<file path="src/rtl/addsub_pkg.sv">
// addsub_pkg: shared FSM state encoding and add/subtract mode constants for digit_serial_addsub.
package addsub_pkg;
  typedef enum logic [1:0] {IDLE = 2'd0, BUSY = 2'd1, DONE = 2'd2} state_t;
  localparam logic MODE_ADD = 1'b0;
  localparam logic MODE_SUB = 1'b1;
endpackage

</file>
<file path="src/rtl/digit_adder.sv">
// digit_adder: combinational D-bit adder reporting carry-out and the carry into its MSB.
module digit_adder #(
  parameter int D = 1
) (
  input  logic [D-1:0] a,
  input  logic [D-1:0] b,
  input  logic         cin,
  output logic [D-1:0] sum,
  output logic         cout,
  output logic         c_msb
);
  assign {cout, sum} = {1'b0, a} + {1'b0, b} + {{D{1'b0}}, cin};
  // the MSB sum bit is a^b^carry_in, so the carry into it falls out by re-XOR
  assign c_msb = sum[D-1] ^ a[D-1] ^ b[D-1];
endmodule

</file>
<file path="src/rtl/digit_serial_addsub.sv">
// digit_serial_addsub: LSB-first digit-serial adder/subtractor, D bits per cycle over an N-bit word.
// Define ADDSUB_FLAGS_EN to compute ovf/zero/neg; otherwise those outputs are tied to 0.
module digit_serial_addsub import addsub_pkg::*; #(
  parameter int N = 4,
  parameter int D = 1
) (
  input  logic         clk,
  input  logic         rst_n,
  input  logic         start,
  input  logic         mode,
  input  logic [N-1:0] a,
  input  logic [N-1:0] b,
  input  logic         cin,
  output logic         busy,
  output logic         done,
  output logic [N-1:0] result,
  output logic         cout,
  output logic         ovf,
  output logic         zero,
  output logic         neg
);
  localparam int ND = N / D;
  localparam int CW = $clog2(ND + 1);
  if (N < 1 || D < 1 || (N % D) != 0) begin : g_bad_width
    $error("digit_serial_addsub: N must be a positive multiple of D");
  end
  state_t       state;
  logic [N-1:0] a_sr, b_sr, res_sr, nxt_res;
  logic [CW-1:0] cnt;
  logic [D-1:0] sum;
  logic         carry, d_cout, c_msb, accept, last;
  digit_adder #(.D(D)) u_digit (
    .a(a_sr[D-1:0]),
    .b(b_sr[D-1:0]),
    .cin(carry),
    .sum(sum),
    .cout(d_cout),
`ifdef ADDSUB_FLAGS_EN
    .c_msb(c_msb)
`else
    .c_msb()
`endif
  );
  assign accept  = start && state != BUSY;
  assign last    = state == BUSY && cnt == CW'(ND - 1);
  // new digit enters at the top; after ND shifts the first digit sits at the LSB
  assign nxt_res = (res_sr >> D) | (N'(sum) << (N - D));
  assign busy    = state == BUSY;
  assign done    = state == DONE;
  always_ff @(posedge clk or negedge rst_n)
    if (!rst_n) begin
      state  <= IDLE;
      a_sr   <= '0;
      b_sr   <= '0;
      res_sr <= '0;
      carry  <= 1'b0;
      cnt    <= '0;
      result <= '0;
      cout   <= 1'b0;
    end else if (accept) begin
      state  <= BUSY;
      a_sr   <= a;
      b_sr   <= mode == MODE_SUB ? ~b : b;
      carry  <= cin;
      res_sr <= '0;
      cnt    <= '0;
    end else if (state == BUSY) begin
      a_sr   <= a_sr >> D;
      b_sr   <= b_sr >> D;
      carry  <= d_cout;
      res_sr <= nxt_res;
      cnt    <= cnt + CW'(1);
      if (last) begin
        state  <= DONE;
        result <= nxt_res;
        cout   <= d_cout;
      end
    end else if (state == DONE) begin
      state <= IDLE;
    end
`ifdef ADDSUB_FLAGS_EN
  always_ff @(posedge clk or negedge rst_n)
    if (!rst_n) begin
      ovf  <= 1'b0;
      zero <= 1'b0;
      neg  <= 1'b0;
    end else if (last) begin
      ovf  <= c_msb ^ d_cout;
      zero <= nxt_res == '0;
      neg  <= nxt_res[N-1];
    end
`else
  assign ovf  = 1'b0;
  assign zero = 1'b0;
  assign neg  = 1'b0;
`endif
endmodule

</file>
<file path="config.mk">
export PLATFORM = sky130hd
export DESIGN_NAME = digit_serial_addsub
export DESIGN_NICKNAME = d
export VERILOG_FILES = /design/src/rtl/addsub_pkg.sv /design/src/rtl/digit_adder.sv /design/src/rtl/digit_serial_addsub.sv
export SDC_FILE = /design/constraint.sdc
export NUM_CORES = 1
export LEC_CHECK = 0
export BUFFER_PORTS_ARGS = -buffer_cell sky130_fd_sc_hd__buf_2
export CAP_MARGIN = 15
export CORE_UTILIZATION = 50
export DETAILED_ROUTE_END_ITERATION = 8
export MAX_ROUTING_LAYER = met4
export PLACE_DENSITY_LB_ADDON = 0.15
export SLEW_MARGIN = 20
export SYNTH_ARGS = -nofsm -noshare
export SYNTH_HDL_FRONTEND = slang
export SYNTH_SLANG_ARGS = --single-unit
</file>
<file path="constraint.sdc">
create_clock -name clk -period 3.7 [get_ports clk]
set_input_delay 0.185 -clock clk [delete_from_list [all_inputs] [get_ports clk]]
set_output_delay 0.185 -clock clk [all_outputs]
set_load 0.05 [all_outputs]
</file>
=== Yosys cells after proc, flatten, opt, wreduce, memory -nomap -nowiden ===
Cells that the tools add are included.

* Multiplexer cells: 15
* Divide/modulo/power cells: 0
* Reduce and logical (&&, ||, !) cells: 6
* Shifts and indexed selects: 0
* Bitwise logic cells: 3
* Eq/ne operators: 5
* Add/sub/neg operators: 3
* Multiply operators: 0
* Order comparisons: 0

{| class="wikitable"
|+ Operators with widths
! cell !! count
|-
| 4-bit two-way mux || 7
|-
| 2-bit two-way mux || 4
|-
| 3-bit two-way mux || 2
|-
| 4-bit NOT || 1
|-
| 3-bit by 4-bit OR with 4-bit output || 1
|-
| 3-bit by 1-bit adder with 3-bit output (second input constant) || 1
|-
| 3-bit by 2-bit equality test with 1-bit output (second input constant) || 1
|-
| 3-bit by 1-bit inequality test with 1-bit output (second input constant) || 1
|-
| 3-bit AND reduction || 1
|-
| 3-bit nonzero test || 1
|-
| 1-bit by 1-bit adder with 2-bit output || 1
|-
| 2-bit by 1-bit adder with 2-bit output || 1
|-
| 2-bit by 1-bit equality test with 1-bit output (second input constant) || 1
|-
| 2-bit equality test (second input constant) || 1
|-
| 1-bit logical AND || 2
|-
| 1-bit two-way mux || 2
|-
| 2-bit by 1-bit inequality test with 1-bit output (second input constant) || 1
|-
| 2-bit AND reduction || 1
|-
| 2-bit nonzero test || 1
|-
| 1-bit NOT || 1
|}

* Bits of input ports: 13
* Bits in latches: 0
* Memory bits (read-only): 0
* Memories kept: 0
* Memory bits (writable): 0
* Output and inout bits: 10
* Logic and storage cells: 40
* Register bits: 23

=== Logic depth before layout (Yosys ltp) ===
* Depth in word-level cells: 5
* Depth in mapped cells: 6

=== Modules after synthesis ===
A second synthesis with hierarchy kept.

* Cells, all modules: 87
* Area, all modules: 1047.3 um^2

{| class="wikitable"
|+ Modules (own cells, without submodules)
! module !! times used !! sequential area each (um^2) !! cells each !! area an instance (um^2)
|-
| digit_serial_addsub || 1 || 550.5 || 85 || 1003.5
|-
| digit_adder || 1 || 0.0 || 2 || 43.8
|}

=== Least setup slack after synthesis ===
No wires, ideal clock.

* Kind: register to register
* From: register state[1]
* To: register cout
* Setup time: 0.125 ns
* Slack: 2.085 ns
* Stages on the path, launching flop included: 5
* Data arrival time: 1.491 ns
* Clock period less this slack: 1.615 ns
* Path through: dfrtp_1 > inv_1 > ha_1 > nand2_1 > mux2_2

* Elaborated cells between the ends (all ways): 6
* Classes of those cells: 2 x eq/ne; 1 x bitwise; 3 x reduce/logical

{| class="wikitable"
|+ RTL lines
! item !! line !! RTL
|-
| from (decl) || digit_serial_addsub.sv:27 || <nowiki>state_t state;</nowiki>
|-
| from (signal assigned) || digit_serial_addsub.sv:52 || <nowiki>state <= IDLE;</nowiki>
|-
| from (signal assigned) || digit_serial_addsub.sv:61 || <nowiki>state <= BUSY;</nowiki>
|-
| from (signal assigned) || digit_serial_addsub.sv:74 || <nowiki>state <= DONE;</nowiki>
|-
| 2-bit by 1-bit equality test with 1-bit output (*) || - ||
|-
| named net busy || digit_serial_addsub.sv:14 || <nowiki>output logic busy,</nowiki>
|-
| 1-bit logical AND || digit_serial_addsub.sv:45 || <nowiki>assign last = state == BUSY && cnt == CW'(ND - 1);</nowiki>
|-
| 3-bit AND reduction (no source line) (*) || - ||
|-
| to (signal assigned) || digit_serial_addsub.sv:76 || <nowiki>cout <= d_cout;</nowiki>
|-
| to (decl) || digit_serial_addsub.sv:17 || <nowiki>output logic cout,</nowiki>
|}

The timed path passes the listed nets; every way through them passes the cells marked *.
A chain may end at the register's enable or synchronous reset.

=== Final worst setup path ===
* From: register state[1]
* To: output busy

* Word-level cells in the longest chain between the ends: 1

{| class="wikitable"
|+ Ends and longest elaborated chain
! item !! line !! RTL
|-
| 2-bit by 1-bit equality test with 1-bit output || digit_serial_addsub.sv:48 || <nowiki>assign busy = state == BUSY;</nowiki>
|-
| to (decl) || digit_serial_addsub.sv:14 ||
|}

Every way passes these cells.

==> flow_summary.yaml <==
synth:
  synth_enable_flop_cells: 0
  yosys.area.top_type: "dfrtp_1"
  synthArstFlopShare_pct: 100
  ys.flop_type: "dfrtp_1"
  synth-compound-area-share_pct: 10.9
  synth_top_area_share_pct: 52.1
  synth-simple-area-share_pct: 6.04
  ys_warn_count: 0
  synth_mux_area_share_pct: 13.0
  syn-instance-count: 91
  yosysUniqueCellTypes: 24
  synth_top_family_by_area: "multiplexers"
  synth-seq-area-share_pct: 52.1
  ys_seq_elements: 22
  syn_area_per_cell_um2: 11.6
  synth-adder-area-share_pct: 6.64
  synth_xor_area_share_pct: 3.32
  synth_area_um2: 1060
  synth_area_leaders: "dfrtp_1 (52%), mux2i_1 (6.6%), mux2_2 (6.4%), ha_1 (4.7%), buf_4 (3.6%)"
global_routing:
  track_usage_pct: 18.1
  grt_pass1_wl_mm: 2.70
  grt_pass1_vias: 607
  grt_max_degree: 32
  grt_overflow: 0
  antenna_found_initial: 0
routing:
  drt_first_iter_violations: 5
  drtPass1Iterations: 3
  viasPerCell: 5.02
  wl_mm: 1.67
  route.detailed.drc: 0
  ant_nets: 0
  dr_total_vias: 688
  routedWlPerCell_um: 12.2
finish:
  layoutNonFillerInstCount: 137
  seqCellArea_um2: 551
  layout_commonest_cell: "dfrtp_1"
  n_fill_cell: 183
  drive_gt1_share_pct: 28.2
  layout_common_cells: "dfrtp_1 (22), buf_2 (19), nand2_1 (9)"
  antennaDiodeCount: 0
  multiInputGateArea_um2: 433
  layout.nets: 129
  syn_to_final_growth_pct: 13.7
clocking:
  cts_max_level: 1
  numClockSinks: 22
  clkTransAtPathRegs_ns: 0.13
  cts_resized: 0
  post_cts_buffers: 0
  cts_hold_buffers: 1
  clock_latency_ns: 0.31
  clk_path_buf_depth: 2
  tritoncts: "done"
  cts_inserted_buffers: 3
  cts_root_buf: "clkbuf_4"
timing:
  finalCritPeriodShare_pct: 46.4
  slew_viol_final: 0
  tns_ns: 0
  finalHoldViolCount: 0
  period_needed_ns: 1.72
  fmax_mhz: 583
  rsz0062_at_grt: "false"
  setup_viol: 0
  skew_ns: 0.00406
floorplanning:
  pin_count: 23
  initial_utilization_pct: 53.3
  num_rows: 16
  die_area_um2: 2300
  die_h_um: 48.0
  die_w_um: 48.0
  core_um2: 1980
critical_path:
  critical_path_required_ns: 3.51
  worstPathArrival_ns: 1.53
  critPathLaunchType: "register"
  end_kind: "primary output"
  critical_path_class: "reg2out"
  path_max_fanout: 31
run:
  drv_cap: 0
placement:
  io_buffers: 19
  globalplace.congestion: 0.677
  dp_cells: 132
  hpwl_mm: 1.19
worst_hold_path:
  hold_class: "in2reg"
status:
  outcome: "finished, final reports clean"
power:
  power_uw: 1080
  ir_worst_vdd_mv: 0.481
  p_leak_uw: 0.000603
  power_density_nw_per_um2: 898
==> area by class of cell <==
| cell class | count | area share, % |
|---|---|---|
| multi-input combinational | 58 | 36.0 |
| clock buffer | 3 | 1.88 |
| inverter | 5 | 1.56 |
| sequential | 22 | 45.8 |
| tap | 27 | 2.81 |
| timing repair buffer | 21 | 9.38 |
| clock inverter | 1 | 2.50 |
==> critical path: stages (launching register included) <==
cell,delay (ns)
dfrtp_1,0.41
inv_1,0.07
ha_1,0.14
buf_4,0.27
buf_2,0.32
==> sequential cells by signal (all words and copies together), names as in the netlist <==
signal and flops:
cout 1, result 4, b_sr 4, res_sr 3
state 2, a_sr 4, cnt 3, carry 1
==> power breakdown <==
part / switching, uW / total, uW / internal [uW]
logic: 316 / 492 / 176
registers: 57.5 / 403 / 345
clock network: 75.1 / 185 / 110
==> logic make-up after synthesis <==
group	Yosys count
AO/OA/AOI/OAI	18
XOR/XNOR	4
adder cells (fa/ha/maj)	5
buffers and inverters	13
flip-flops	22
multiplexers	13
other	1
AND/OR/NAND/NOR	15
==> path summary, 6_finish.rpt <==
path | from | to | slack (ns) | cells after the start
max in group asynchronous | rst_n | a_sr[0]$_DFFE_PN0P_ | 3.02 | 2
max | state[1]$_DFFE_PN0P_ | busy | 1.98 | 4
max reg2reg | state[1]$_DFFE_PN0P_ | result[2]$_DFFE_PN0P_ | 2.16 | 5
min in group asynchronous | rst_n | result[3]$_DFFE_PN0P_ | 0.35 | 2
min | a[3] | a_sr[3]$_DFFE_PN0P_ | 0.11 | 3
min reg2reg | b_sr[3]$_DFFE_PN0P_ | b_sr[2]$_DFFE_PN0P_ | 0.51 | 2
==> layer usage <==
metal	wire, um	vias to the layer above	track usage (%)
li1	-	340	-
met5	0	-	-
met2	766	19	27.6
met3	65	2	3.40
met4	18	0	8.33
met1	821	327	23.3
==> per-stage QoR <==
step	instance area [um2]	util, %	setup WS [ns]	hold WS (ns)
after floorplan	1060	-	2.08	-0.111
after global placement	1140	57.4	2.20	0.173
after detailed placement	1140	57.4	2.15	0.180
after CTS	1200	60.6	1.95	0.0981
after global routing	1200	60.6	1.85	0.114
final	1200	60.6	1.98	0.108
==> Yosys cell counts, types with 2 or more instances <==
| cell type | count |
|---|---|
| a21oi_1 | 2 |
| xnor2_1 | 2 |
| o31ai_1 | 2 |
| nand2b_1 | 3 |
| xor2_1 | 2 |
| o21ai_1 | 2 |
| buf_4 | 5 |
| o21ai_0 | 6 |
| nand2_1 | 9 |
| ha_1 | 4 |
| nor2_1 | 3 |
| o22ai_1 | 2 |
| mux2_2 | 6 |
| inv_1 | 5 |
| mux2i_1 | 7 |
| dfrtp_1 | 22 |
| a22o_1 | 2 |
(Power assumes the default switching activity.)
